$ cat config.mk
export PLATFORM = sky130hd
export DESIGN_NAME = pipe_hazard_ctrl
export DESIGN_NICKNAME = d
export VERILOG_FILES = /design/src/rtl/pipe_hazard_ctrl.sv
export SDC_FILE = /design/constraint.sdc
export NUM_CORES = 1
export LEC_CHECK = 0
export BUFFER_PORTS_ARGS = -buffer_cell sky130_fd_sc_hd__clkbuf_2
export CORE_ASPECT_RATIO = 0.8
export CORE_MARGIN = 1
export CORE_UTILIZATION = 30
export DETAILED_ROUTE_END_ITERATION = 10
export SETUP_SLACK_MARGIN = 0.15
export SLEW_MARGIN = 20
export SYNTH_ARGS = -nofsm -noshare
export SYNTH_HDL_FRONTEND = slang
export SYNTH_SLANG_ARGS = --single-unit
export TNS_END_PERCENT = 30
$ cat constraint.sdc
create_clock -name clk_i -period 2.3 [get_ports clk_i]
set_input_delay 0 -clock clk_i [delete_from_list [all_inputs] [get_ports clk_i]]
set_output_delay 0 -clock clk_i [all_outputs]
set_load 0.02 [all_outputs]
$ cat src/rtl/pipe_hazard_ctrl.sv
// Hazard controller for a five-stage in-order pipeline: arbitrates memory freeze,
// multi-cycle mul/div waits, control redirects and load-use interlocks.
module pipe_hazard_ctrl #(
    parameter int REG_W       = 5,
    parameter int CNT_W       = 32,
    parameter int MEM_TIMEOUT = 256
) (
    input  logic             clk_i,
    input  logic             rst_i,
    input  logic [REG_W-1:0] id_rs1_i,
    input  logic [REG_W-1:0] id_rs2_i,
    input  logic             id_rs1_used_i,
    input  logic             id_rs2_used_i,
    input  logic [REG_W-1:0] ex_rd_i,
    input  logic             ex_is_load_i,
    input  logic             ex_redirect_i,
    input  logic             mdu_start_i,
    input  logic             mdu_done_i,
    input  logic             dmem_req_i,
    input  logic             dmem_ack_i,
    output logic             pc_stall_o,
    output logic             ifid_stall_o,
    output logic             idex_stall_o,
    output logic             exmem_stall_o,
    output logic             memwb_stall_o,
    output logic             ifid_flush_o,
    output logic             idex_flush_o,
    output logic             exmem_flush_o,
    output logic             memwb_flush_o,
    output logic             mdu_busy_o,
    output logic             mem_timeout_o,
    output logic [CNT_W-1:0] stall_cnt_o
);

    localparam int FCNT_W = $clog2(MEM_TIMEOUT + 1);

    typedef enum logic [0:0] {
        ST_RUN      = 1'b0,
        ST_MDU_WAIT = 1'b1
    } state_e;

    state_e             state_q, state_d;
    logic               done_seen_q, done_seen_d;
    logic [FCNT_W-1:0]  freeze_cnt_q, freeze_cnt_d;
    logic               timeout_q, timeout_d;
    logic [CNT_W-1:0]   stall_cnt_q, stall_cnt_d;

    logic mem_freeze_s;
    logic load_use_s;
    logic done_s;
    logic run_release_s;
    logic pc_stall_s, ifid_stall_s, idex_stall_s, exmem_stall_s, memwb_stall_s;
    logic ifid_flush_s, idex_flush_s, exmem_flush_s, memwb_flush_s;

    // Hazard condition decode, independent of FSM state.
    always_comb begin
        mem_freeze_s = dmem_req_i & ~dmem_ack_i;
        load_use_s   = ex_is_load_i & (ex_rd_i != {REG_W{1'b0}}) &
                       ((id_rs1_used_i & (id_rs1_i == ex_rd_i)) |
                        (id_rs2_used_i & (id_rs2_i == ex_rd_i)));
        done_s       = mdu_done_i | done_seen_q;
    end

    // Priority arbitration and FSM next state; reset forces every stall/flush low.
    always_comb begin
        state_d       = state_q;
        done_seen_d   = done_seen_q;
        run_release_s = 1'b0;
        pc_stall_s    = 1'b0;
        ifid_stall_s  = 1'b0;
        idex_stall_s  = 1'b0;
        exmem_stall_s = 1'b0;
        memwb_stall_s = 1'b0;
        ifid_flush_s  = 1'b0;
        idex_flush_s  = 1'b0;
        exmem_flush_s = 1'b0;
        memwb_flush_s = 1'b0;
        if (rst_i) begin
            state_d     = ST_RUN;
            done_seen_d = 1'b0;
        end else if (mem_freeze_s) begin
            // A done pulse hidden behind a freeze must not be lost.
            pc_stall_s    = 1'b1;
            ifid_stall_s  = 1'b1;
            idex_stall_s  = 1'b1;
            exmem_stall_s = 1'b1;
            memwb_flush_s = 1'b1;
            if ((state_q == ST_MDU_WAIT) && mdu_done_i) begin
                done_seen_d = 1'b1;
            end else begin
                done_seen_d = done_seen_q;
            end
        end else begin
            case (state_q)
                ST_RUN: begin
                    if (mdu_start_i && !mdu_done_i) begin
                        state_d = ST_MDU_WAIT;
                    end else begin
                        run_release_s = 1'b1;
                    end
                end
                ST_MDU_WAIT: begin
                    if (done_s) begin
                        state_d       = ST_RUN;
                        done_seen_d   = 1'b0;
                        run_release_s = 1'b1;
                    end else begin
                        state_d = ST_MDU_WAIT;
                    end
                end
                default: begin
                    state_d     = ST_RUN;
                    done_seen_d = 1'b0;
                end
            endcase

            if (run_release_s) begin
                if (ex_redirect_i) begin
                    ifid_flush_s = 1'b1;
                    idex_flush_s = 1'b1;
                end else if (load_use_s) begin
                    pc_stall_s   = 1'b1;
                    ifid_stall_s = 1'b1;
                    idex_flush_s = 1'b1;
                end else begin
                    pc_stall_s = 1'b0;
                end
            end else if (state_d == ST_MDU_WAIT) begin
                pc_stall_s    = 1'b1;
                ifid_stall_s  = 1'b1;
                idex_stall_s  = 1'b1;
                exmem_flush_s = 1'b1;
            end else begin
                pc_stall_s = 1'b0;
            end
        end
    end

    // Freeze-duration watchdog and stall performance counter.
    always_comb begin
        if (mem_freeze_s) begin
            if (freeze_cnt_q != FCNT_W'(MEM_TIMEOUT)) begin
                freeze_cnt_d = freeze_cnt_q + FCNT_W'(1);
            end else begin
                freeze_cnt_d = freeze_cnt_q;
            end
        end else begin
            freeze_cnt_d = {FCNT_W{1'b0}};
        end
        timeout_d = timeout_q |
                    (mem_freeze_s && (freeze_cnt_q >= FCNT_W'(MEM_TIMEOUT - 1)));
        if (pc_stall_s) begin
            stall_cnt_d = stall_cnt_q + CNT_W'(1);
        end else begin
            stall_cnt_d = stall_cnt_q;
        end
    end

    // State register with synchronous reset.
    always_ff @(posedge clk_i) begin
        if (rst_i) begin
            state_q      <= ST_RUN;
            done_seen_q  <= 1'b0;
            freeze_cnt_q <= {FCNT_W{1'b0}};
            timeout_q    <= 1'b0;
            stall_cnt_q  <= {CNT_W{1'b0}};
        end else begin
            state_q      <= state_d;
            done_seen_q  <= done_seen_d;
            freeze_cnt_q <= freeze_cnt_d;
            timeout_q    <= timeout_d;
            stall_cnt_q  <= stall_cnt_d;
        end
    end

    assign pc_stall_o    = pc_stall_s;
    assign ifid_stall_o  = ifid_stall_s;
    assign idex_stall_o  = idex_stall_s;
    assign exmem_stall_o = exmem_stall_s;
    assign memwb_stall_o = memwb_stall_s;
    assign ifid_flush_o  = ifid_flush_s;
    assign idex_flush_o  = idex_flush_s;
    assign exmem_flush_o = exmem_flush_s;
    assign memwb_flush_o = memwb_flush_s;
    assign mdu_busy_o    = (state_q == ST_MDU_WAIT);
    assign mem_timeout_o = timeout_q;
    assign stall_cnt_o   = stall_cnt_q;

endmodule

# Word-level counts from Yosys, hierarchy flattened
# Index checks and enable logic that the tools add are counted.
# totals
output_inout_bits	43
word_cells	67
mem_bits_ro	0
latchBits	0
mem_bits_rw	0
regBits	44
memories	0
# op_classes
add_sub_neg	2
reduce_logical	9
n_bitwise	11
magnitude_cmp	1
shift	0
muxes	35
div	0
multipliers	0
n_eq_ne	4
# op_table
op	count
1-bit 2-to-1 mux	33
32-bit by 1-bit adder with 32-bit output (second input constant)	1
5-bit == test	2
9-bit by 1-bit adder with 9-bit output (second input constant)	1
9-bit by 8-bit >= comparator with 1-bit output (second input constant)	1
9-bit inequality test (second input constant)	1
1-bit AND	5
5-bit nonzero test	1
1-bit case mux with 2 select lines	2
2-bit nonzero test	2
1-bit logical AND	3
1-bit NOT	3
1-bit OR	3
3-bit AND reduction	1
2-bit by 1-bit inequality test with 1-bit output (second input constant)	1
2-bit OR reduction	1
1-bit zero test	1

# Longest topological paths before layout
# Gate-level depths: netlist (run 1).
# depth
word_depth	10
ltp_mapped	9
ltp_nobuf	8

# Least setup slack after synthesis (run 1)
# Ideal clock, no wire load.
# synth_path
path_type	flip-flop to flip-flop
startpoint	register stall_cnt_q[6], in the netlist stall_cnt_o[6]
endpoint	register stall_cnt_q[26], in the netlist stall_cnt_o[26]
setup_ps	70
stages_incl_launch_ff	7
path_slack_ps	131
arrival_ps	2099
path_cell_list	dfxtp_1 > and4_1 > nand4_1 > or4_1 > nor2_1 > or4b_1 > a21oi_1
# synth_between
elab_chain_len	1
# synth_lines
element	line_no	text
from (decl)	46	logic [CNT_W-1:0] stall_cnt_q, stall_cnt_d;
from (signal assigned)	166	stall_cnt_q <= {CNT_W{1'b0}};
from (signal assigned)	172	stall_cnt_q <= stall_cnt_d;
32-bit by 1-bit adder with 32-bit output	153	stall_cnt_d = stall_cnt_q + CNT_W'(1);
# No other way between the ends.
# A chain may end at the register's enable or synchronous reset.

# Worst setup path in the final report (run 1)
# layout_path
startpoint	register stall_cnt_q[7], in the netlist stall_cnt_o[7]
endpoint	register stall_cnt_q[26], in the netlist stall_cnt_o[26]
# The elaborated chain is that of the path after synthesis.

==> flow_summary_export.csv, run 1 <==
group,metric,value,unit
grt,grt_pass1_wl,10500,microns
sta,finalSetupViolations,0,
synth,synth_seq_cells,44,
clock_network,htreeDepth,2,
routing,via_per_inst,5.16,
synth,async_reset_ff_frac,0,
sta,relSlewSlack,0.667,
worst_setup_path,r2r_cells,6,
power,p_int,1.07,mW
final_layout,nets,399,
clock_network,clk_pin_slew,0.09,ns
routing,wire_per_inst,13.4,microns
clock_network,cts_tree,"yes",
grt,grt_max_degree,47,
floorplan,initial_core_util,0.310,
power,irDropWorstVdd,0.000228,V
place,portBuffers,66,
power,pwr-share-comb,0.113,
routing,wl,6430,microns
final_layout,fillers,825,
power,cellPowerDensity,470,nW/um^2
hold_path,hp-class,"input port to flop",
sta,hold_viol,0,
worst_setup_path,critPathCaptureType,"flop",
place,place_hpwl,4770,microns
worst_setup_path,rr_endpoint,"stall_cnt_o[26]$_SDFFE_PP0P_",
sta,totalNegativeSetupSlack,0,ns
outcome,status,"completed",
worst_setup_path,critical_path_class,"flop to flop",
sta,rsz0062_at_grt,"true",
floorplan,io_pins,68,
routing,first_iter_violations,169,
worst_setup_path,r2r_slack,0.23,ns
final_layout,final_cell_mix,"66 x clkbuf_2, 36 x dfxtp_1, 32 x a21oi_1",
sta,maxSlewViolCount,0,
synth,dominantRegCellSynth,"dfxtp_1",
synth,yosys-top-cells-area,"dfxtp_1 36%, a21oi_1 6.5%, xor2_1 3.9%",
power,p_sw,372,uW
synth,synthDistinctLibCells,49,
sta,finalClockSkew,0.00669,ns
routing,vias,2472,
grt,track_usage,0.155,
sta,fin_crit,2.07,ns
sta,tightest_slew,0.494,ns
flow_run,max_cap_viol_count,0,
final_layout,final_layout_size_suffix_gt1_frac,0.294,
grt,grt_pass1_vias,2187,
sta,fmax,0.484,GHz
sta,period_share,0.899,
synth,synth_warnings,0,
power,leakagePower,1.15,nW
clock_network,cts_sinks,44,
routing,firstDrtPassIters,5,
synth,synth_top_area_cell,"dfxtp_1",
worst_setup_path,timing.rr.start,"stall_cnt_o[7]$_SDFFE_PP0P_",
synth,ys_seq_area_frac,0.358,
grt,grt-ovfl-total,0,
synth,syn-num-nets,330,
floorplan,rows,29,
final_layout,antenna_cells,0,
clock_network,clk_latency,0.30,ns
power,swShare,0.258,
worst_setup_path,crit_end,"stall_cnt_o[26]$_SDFFE_PP0P_",
floorplan,dieArea,8570,sq um
place,place.gp.congestion,0.785,
floorplan,die_w,103,microns
worst_setup_path,path_max_fanout,7,
synth,synth.avg_cell_area,8.17,sq um
clock_network,cts_buffer_depth,2,
grt,antenna_found_initial,0,
routing,ant_nets,0,
floorplan,die_h,83.0,microns
synth,syn_inst,301,
clock_network,cts_root_buf,"clkbuf_8",
final_layout,area_growth,24.7,%
final_layout,final_core_util,0.386,
power,sequentialPowerShare,0.537,
power,clock_power_share,0.350,
synth,synth_area,2460,sq um
worst_setup_path,critPathLaunch,"stall_cnt_o[7]$_SDFFE_PP0P_",
synth,synth.top_cell.area_share,0.358,
worst_setup_path,crit_required,2.53,ns
floorplan,core_area,7950,sq um
synth,synth_edf_count,0,
routing,drc,0,
clock_network,cts-buffers-inserted,5,
worst_setup_path,crit_arrival,2.30,ns
final_layout,layout_commonest_cell,"clkbuf_2",
worst_setup_path,startpoint_type,"flop",
power by group through the flow:
stage	Clock, mW	Combinational [mW]	Sequential, mW
after detailed placement	0	0.163	0.794
after CTS	0.522	0.164	0.776
after global routing	0.554	0.178	0.775
final	0.504	0.163	0.774
after floorplan	0	0.0982	0.802
after global placement	0	0.162	0.794
routing by layer:
layer / share of wire / vias up / GRT usage
li1: - / 1246 / -
met1: 0.48 / 1128 / 0.212
met2: 0.43 / 94 / 0.233
met3: 0.079 / 4 / 0.0463
met4: 0.012 / 0 / 0.0487
met5: 0 / - / 0
Yosys cell counts, types with 5 or more instances:
library cell,n
dfxtp_1,44
a21oi_1,32
nor2_1,25
inv_1,14
nand2_1,14
nand3_1,14
nand4_1,12
o21ai_0,12
xor2_1,11
clkbuf_1,10
or3_1,10
or4_1,10
nand2b_1,7
o31ai_1,7
and3_1,6
nor3_1,5
o41ai_1,5
xnor2_1,5
metrics by stage:
step	std cells	total power [mW]	area, sq um	setup WS [ns]	hold WS [ns]
2_1_floorplan	301	0.900	2460	0.181	0.0963
3_3_place_gp	468	0.956	2920	0.214	0.336
3_5_place_dp	468	0.958	2920	0.155	0.346
4_1_cts	476	1.46	3020	0.145	0.0222
5_1_grt	479	1.51	3070	0.0981	0.0391
6_report	479	1.44	3070	0.233	0.0283
state kept, by name (all words and copies together) (netlist names):
name           flops
mem_timeout_o      1
mdu_busy_o         1
done_seen_q        1
freeze_cnt_q       9
stall_cnt_o       32
worst min path at each step:
stage               startpoint                       end  slack, ns  cells past startpoint
finish              mdu_done_i  done_seen_q$_SDFFE_PP0P_       0.03                      3
global route        mdu_done_i  done_seen_q$_SDFFE_PP0P_       0.04                      3
detailed placement  mdu_done_i  done_seen_q$_SDFFE_PP0P_       0.35                      3
floorplan                rst_i             exmem_flush_o        0.1                      1
global placement    dmem_req_i  done_seen_q$_SDFFE_PP0P_       0.34                      3
CTS                 mdu_done_i  done_seen_q$_SDFFE_PP0P_       0.02                      3
cells by family (layout without fill, tap and decap cells):
family | count (synthesis) | after routing | synth area share
DFF | 44 | 44 | 0.358
muxes | 5 | 5 | 0.0224
and+or+nand+nor | 130 | 130 | 0.306
buffers and inverters | 31 | 101 | 0.0590
other | 1 | 1 | 0.00152
adders and majority gates | 4 | 4 | 0.0203
xor gates and xnor gates | 16 | 16 | 0.0570
AOI/OAI and AO/OA | 70 | 70 | 0.175
area by class of cell:
| type | instances | area, sq um | area share |
|---|---|---|---|
| multi-input combinational | 226 | 1450 | 0.473 |
| sequential | 44 | 896 | 0.292 |
| timing repair buffer | 79 | 440 | 0.144 |
| tap | 108 | 135 | 0.0440 |
| clock buffer | 6 | 82.6 | 0.0269 |
| inverter | 14 | 52.6 | 0.0171 |
| clock inverter | 2 | 10.0 | 0.00326 |
repair_timing:
| item | in CTS | in global routing |
|---|---|---|
| pin swaps | 1 | 4 |
| endpoints found under the hold margin | 0 | 0 |
| hold buffers | 0 | 0 |
| buffers inserted | 0 | 3 |
| setup endpoints to repair | 3 | 6 |
| gates resized for setup | 0 | 12 |
worst max-delay path, cell delays in order (launching register included):
cell and delay [ns]:
dfxtp_4 0.39, and4_4 0.23, nand4_1 0.15, or4_4 0.53
nor2_1 0.11, or4b_1 0.43, a21oi_1 0.15
Note: power is estimated with default switching activity, not from simulation.
==> inputs of run 2 (changes only) <==
==> constraint.sdc (replaced) <==
create_clock -name clk_i -period 1.91 [get_ports clk_i]
set_input_delay 0 -clock clk_i [delete_from_list [all_inputs] [get_ports clk_i]]
set_output_delay 0 -clock clk_i [all_outputs]
set_load 0.02 [all_outputs]
==> run 2 against run 1 <==
The run now ends with negative setup slack left. Register-to-register slack got worse by 0.30 ns. First-iteration DRC count shrank 55%. Wire length is 9.5% higher. Power grew 37%. Final area rose by 15%. Core utilization up 6.0 points. Via count up 6.5%. Critical path type unchanged.
==> flow_summary_export.csv, run 2 (synthesis results as in run 1) <==
group,metric,value,unit
final_layout,final_cell_mix,"64 x clkbuf_2, 40 x buf_4, 29 x a21oi_1",
clock_network,clk_latency,0.31,ns
worst_setup_path,slowest_delay,0.51,ns
floorplan,die_w,103,microns
final_layout,fillers,819,
routing,ant_nets,0,
routing,wire_per_inst,13.8,microns
worst_setup_path,r2r_cells,6,
worst_setup_path,timing.rr.start,"stall_cnt_o[13]$_SDFFE_PP0P_",
worst_setup_path,critPathLaunch,"stall_cnt_o[13]$_SDFFE_PP0P_",
power,clock_power_share,0.408,
worst_setup_path,worstPathCellList,"nand4_1, or3_4, nor3_4, nand3_2, or4_1, a21oi_2",
worst_setup_path,rr_endpoint,"stall_cnt_o[30]$_SDFFE_PP0P_",
place,portBuffers,66,
routing,first_iter_violations,76,
sta,hold_viol,0,
grt,grt_pass1_vias,2413,
routing,vias,2632,
worst_setup_path,r2r_slack,-0.07,ns
floorplan,die_h,83.0,microns
worst_setup_path,slowest_stage,"or4_1",
worst_setup_path,crit_arrival,2.21,ns
grt,grt_max_degree,44,
worst_setup_path,path_max_fanout,5,
final_layout,final_core_util,0.446,
clock_network,hold_buffers,0,
worst_setup_path,critical_path_class,"flop to flop",
worst_setup_path,startpoint_type,"flop",
worst_setup_path,crit_required,2.14,ns
sta,period_share,1.04,
floorplan,io_pins,68,
routing,drc,0,
sta,relSlewSlack,0.655,
routing,firstDrtPassIters,4,
hold_path,hp-class,"input port to flop",
grt,grt_pass1_wl,11600,microns
grt,track_usage,0.169,
worst_setup_path,crit_end,"stall_cnt_o[30]$_SDFFE_PP0P_",
sta,finalSetupViolations,5,
place,place_hpwl,5010,microns
place,place.gp.congestion,0.792,
final_layout,seqCellArea,935,sq um
clock_network,cts_tree,"yes",
final_layout,largest_reg_flops,32,
power,p_int,1.49,mW
sta,fin_crit,1.98,ns
sta,fmax,0.505,GHz
final_layout,nets,431,
sta,finalClockSkew,0.0168,ns
place,dp_cells,494,
clock_network,clk_pin_slew,0.10,ns
power,sequentialPowerShare,0.470,
sta,maxSlewViolCount,0,
floorplan,dieArea,8570,sq um
clock_network,cts_root_buf,"clkbuf_8",
floorplan,core_area,7950,sq um
floorplan,initial_core_util,0.310,
power,pwr-share-comb,0.123,
power,irDropWorstVdd,0.000332,V
clock_network,htreeDepth,2,
final_layout,multi_input_area,1560,sq um
clock_network,cts-buffers-inserted,5,
final_layout,final_layout_size_suffix_gt1_frac,0.409,
sta,setup_slack,-0.0699,ns
place,placed_area,3250,sq um
routing,wl,7040,microns
worst_setup_path,crit_cells,6,
final_layout,fin_cells,511,
final_layout,design_area,3540,sq um
final_layout,area_growth,44.0,%
grt,grt-ovfl-total,0,
power,p_sw,484,uW
power,cellPowerDensity,557,nW/um^2
power,p_total,1.97,mW
clock_network,cts_sinks,44,
outcome,failed_checks,"negative setup slack",
clock_network,cts_buffer_depth,2,
final_layout,antenna_cells,0,
power,leakagePower,1.37,nW
final_layout,layout_commonest_cell,"clkbuf_2",
floorplan,rows,29,
routing,via_per_inst,5.15,
sta,rsz0062_at_grt,"true",
sta,tightest_slew,0.517,ns
worst_setup_path,critPathCaptureType,"flop",
worst_setup_path,critPathBufInv,0,
grt,antenna_found_initial,0,
flow_run,max_cap_viol_count,0,
place,preCtsSetupSlack,-0.0911,ns
power,swShare,0.245,
worst_setup_path,path_delay_family,"simple AND/OR/NAND/NOR gates",
outcome,status,"finished, violations left",
==> run 2: changes by cell type in the layout (fill, tap and decap cells not counted), moves of 3 or more <==
cell,previous run,this run
buf_4,12,40
buf_6,0,4
a21oi_2,0,3
a21oi_1,32,29
dfxtp_1,36,27
dfxtp_4,2,13
==> run 2: final cells by class <==
cell class | count | area share
clock inverters | 1 | 0.00848
repair buffers | 111 | 0.206
flip-flops and latches | 44 | 0.264
clock buffers | 7 | 0.0276
multi-input cells | 226 | 0.441
well taps | 108 | 0.0381
inverters | 14 | 0.0148
==> run 2: worst min path at each step <==
stage                from                       end  slack [ns]  depth (start not counted)
3_3_place_gp   mdu_done_i  done_seen_q$_SDFFE_PP0P_        0.34                          3
6_report       mdu_done_i  done_seen_q$_SDFFE_PP0P_        0.07                          3
4_1_cts        mdu_done_i  done_seen_q$_SDFFE_PP0P_        0.04                          3
3_5_place_dp   mdu_done_i  done_seen_q$_SDFFE_PP0P_        0.35                          3
2_1_floorplan       rst_i             exmem_flush_o         0.1                          1
5_1_grt        mdu_done_i  done_seen_q$_SDFFE_PP0P_        0.08                          3
==> run 2: per-layer routing <==
metal | track usage | wire length [microns] | part of all wire | vias to the layer above
li1 | - | - | - | 1311
met1 | 0.242 | 3480 | 0.49 | 1220
met2 | 0.256 | 3020 | 0.43 | 96
met3 | 0.0337 | 473 | 0.067 | 5
met4 | 0.0474 | 69 | 0.0098 | 0
met5 | 0 | 0 | 0 | -
==> run 2: worst min-delay path, stage by stage <==
cell	delay, ns
clkbuf_2	0.09
a21oi_1	0.16
a211oi_1	0.07
==> run 2: what timing repair did <==
action	CTS	global route
endpoints found under the setup margin	27	34
pin swaps	24	12
cloned	0	1
hold endpoints to repair	0	0
gates resized for setup	6	16
setup buffers	6	2
==> run 2: power by group through the flow <==
| stage | Sequential, mW | Clock [mW] | Combinational, mW |
|---|---|---|---|
| 3_3_place_gp | 0.948 | 0 | 0.211 |
| 5_1_grt | 0.930 | 0.870 | 0.261 |
| 6_report | 0.927 | 0.805 | 0.242 |
| 4_1_cts | 0.927 | 0.830 | 0.220 |
| 2_1_floorplan | 0.955 | 0 | 0.126 |
| 3_5_place_dp | 0.949 | 0 | 0.217 |
==> run 2: through the flow <==
step                      hold slack, ns  setup TNS (ns)
after floorplan                   0.0963         -0.0462
after global placement             0.335        -0.00202
after detailed placement           0.352          -0.770
after CTS                         0.0385         -0.0301
after global routing              0.0811           -1.01
final                             0.0722          -0.211
==> inputs of run 3 (changes only) <==
--- a/config.mk
+++ b/config.mk
@@ -10,6 +10,7 @@
 export CORE_MARGIN = 1
 export CORE_UTILIZATION = 30
 export DETAILED_ROUTE_END_ITERATION = 10
+export GPL_TIMING_DRIVEN = 0
 export SETUP_SLACK_MARGIN = 0.15
 export SLEW_MARGIN = 20
 export SYNTH_ARGS = -nofsm -noshare
==> run 3 against run 2 <==
The flow still finishes with violations (negative setup slack). Critical path depth unchanged. Die area stayed put. Sequential share of layout area shrank 1.1 points. Cell count up 0.39%. First-iteration DRC count up 55%. Count of clock-buffer cells in the layout decreased by 2. Sequential cell count is the same. Combinational power rose by 27%. Worst hold slack worse by 0.054 ns. Setup slack lost 0.038 ns. Core utilization increased by 2.1 points. Critical path type unchanged. Critical endpoint is now stall_cnt_o[26]$_SDFFE_PP0P_. Highest routed layer unchanged.
==> flow_summary_export.csv, run 3 (synthesis results as in run 1) <==
group,metric,value,unit
final_layout,design_area,3710,sq um
sta,finalClockSkew,0.0237,ns
final_layout,antenna_cells,0,
worst_setup_path,crit_required,2.16,ns
routing,first_iter_violations,118,
sta,setup_slack,-0.108,ns
grt,antenna_found_initial,0,
routing,ant_nets,0,
hold_path,min_to,"done_seen_q$_SDFFE_PP0P_",
routing,vias,2689,
worst_setup_path,timing.rr.start,"stall_cnt_o[16]$_SDFFE_PP0P_",
floorplan,rows,29,
grt,grt-ovfl-total,0,
worst_setup_path,critPathCaptureType,"flop",
power,leakagePower,1.39,nW
sta,maxSlewViolCount,0,
clock_network,cts_buffer_depth,2,
worst_setup_path,rr_endpoint,"stall_cnt_o[26]$_SDFFE_PP0P_",
final_layout,largest_reg_flops,32,
place,preCtsSetupSlack,-0.302,ns
worst_setup_path,r2r_slack,-0.11,ns
worst_setup_path,critical_path_class,"flop to flop",
routing,wire_per_inst,14.7,microns
worst_setup_path,startpoint_type,"flop",
place,place_hpwl,5130,microns
floorplan,die_w,103,microns
routing,wl,7540,microns
flow_run,max_cap_viol_count,0,
floorplan,initial_core_util,0.310,
sta,relSlewSlack,0.610,
power,cellPowerDensity,499,nW/um^2
floorplan,die_h,83.0,microns
hold_path,hp-class,"input port to flop",
worst_setup_path,crit_arrival,2.27,ns
routing,via_per_inst,5.24,
worst_setup_path,r2r_cells,6,
final_layout,final_layout_size_suffix_gt1_frac,0.430,
grt,track_usage,0.182,
sta,hold_viol,0,
clock_network,clk_pin_slew,0.10,ns
sta,period_share,1.06,
place,portBuffers,66,
worst_setup_path,slowest_stage,"or4_4",
clock_network,hold_buffers,0,
clock_network,htreeDepth,2,
outcome,status,"finished, violations left",
place,placed_area,3060,sq um
floorplan,io_pins,68,
grt,grt_pass1_wl,12200,microns
routing,firstDrtPassIters,4,
place,place.gp.congestion,0.831,
routing,drc,0,
hold_path,hold_start,"mdu_done_i",
clock_network,cts_tree,"yes",
clock_network,cts_root_buf,"clkbuf_8",
sta,fin_crit,2.02,ns
hold_path,hold_depth,3,
outcome,failed_checks,"negative setup slack",
sta,finalSetupViolations,2,
sta,fmax,0.496,GHz
floorplan,dieArea,8570,sq um
worst_setup_path,slowest_delay,0.45,ns
worst_setup_path,path_max_fanout,7,
power,irDropWorstVdd,0.000265,V
final_layout,area_growth,50.7,%
final_layout,final_cell_mix,"64 x clkbuf_2, 30 x a21oi_1, 27 x buf_4",
sta,tightest_slew,0.584,ns
final_layout,nets,433,
clock_network,clk_latency,0.32,ns
sta,rsz0062_at_grt,"true",
clock_network,cts_sinks,44,
grt,grt_max_degree,15,
floorplan,core_area,7950,sq um
clock_network,cts-buffers-inserted,5,
grt,grt_pass1_vias,2558,
worst_setup_path,worstPathCellList,"and3_1, nand3_1, or4_4, nor2_1, or4b_1, a21oi_1",
final_layout,layout_commonest_cell,"clkbuf_2",
run 3: cell types whose count changed in the layout (fill, tap and decap cells not counted), moves of 2 or more:
| cell | before | now |
|---|---|---|
| buf_8 | 0 | 5 |
| clkbuf_8 | 5 | 8 |
| o41ai_2 | 0 | 2 |
| o21ai_1 | 2 | 6 |
| o41ai_4 | 1 | 3 |
| clkbuf_1 | 1 | 5 |
| o21ai_0 | 10 | 6 |
| o31ai_1 | 7 | 4 |
| buf_4 | 40 | 27 |
| o31ai_2 | 0 | 2 |
| o41ai_1 | 4 | 0 |
run 3: repair_timing:
action | 4_1_cts | 5_1_grt
hold endpoints to repair | 0 | 0
resized for setup | 45 | 21
pin swaps | 39 | 28
gates cloned | 1 | 0
setup endpoints to repair | 34 | 34
setup buffers | 26 | 3
run 3: report_power, final:
| part | total [mW] | internal (mW) | switching (mW) |
|---|---|---|---|
| Combinational | 0.308 | 0.149 | 0.159 |
| Clock | 0.616 | 0.257 | 0.360 |
| Sequential | 0.925 | 0.913 | 0.0118 |
| Total | 1.85 | 1.32 | 0.531 |
run 3: worst max-delay path by stage:
stage | endpoint | start | slack, ns
2_1_floorplan | stall_cnt_o[26]$_SDFFE_PP0P_ | stall_cnt_o[7]$_SDFFE_PP0P_ | -0.05
3_3_place_gp | stall_cnt_o[1]$_SDFFE_PP0P_ | ex_rd_i[1] | -0.31
3_5_place_dp | stall_cnt_o[1]$_SDFFE_PP0P_ | ex_rd_i[1] | -0.30
4_1_cts | stall_cnt_o[26]$_SDFFE_PP0P_ | stall_cnt_o[6]$_SDFFE_PP0P_ | -0.07
5_1_grt | stall_cnt_o[26]$_SDFFE_PP0P_ | stall_cnt_o[8]$_SDFFE_PP0P_ | -0.15
6_report | stall_cnt_o[26]$_SDFFE_PP0P_ | stall_cnt_o[16]$_SDFFE_PP0P_ | -0.11
run 3: final cells by class:
cell class | count | area (sq um)
sequential | 44 | 936
buffer | 17 | 184
clock inverter | 3 | 17.5
timing repair buffer | 96 | 621
fill | 772 | 4240
inverter | 14 | 52.6
clock buffer | 5 | 68.8
multi-input combinational | 226 | 1690
tap | 108 | 135
run 3: routing by layer:
metal | wire, microns | vias to the layer above | GRT usage
met4 | 118 | 0 | 0.0781
met5 | 0 | - | 0
met3 | 498 | 14 | 0.0404
met2 | 3530 | 93 | 0.285
li1 | - | 1310 | -
met1 | 3390 | 1272 | 0.238
run 3: worst max-delay path, delay by kind of cell (launching register included):
family,cells,cell delay (ns)
DFF,1,0.41
AOI/OAI and AO/OA,1,0.13
and+or+nand+nor,5,1.43
run 3: through the flow:
step | TNS, ns | utilization | cells | total power [mW] | hold slack, ns
after floorplan | -0.0462 | - | 301 | 1.08 | 0.0963
after global routing | -0.961 | 0.467 | 513 | 1.93 | 0.0330
after global placement | -5.74 | 0.385 | 475 | 1.16 | 0.330
final | -0.140 | 0.467 | 513 | 1.85 | 0.0178
after CTS | -0.352 | 0.449 | 510 | 1.84 | 0.0169
after detailed placement | -6.64 | 0.385 | 475 | 1.17 | 0.350
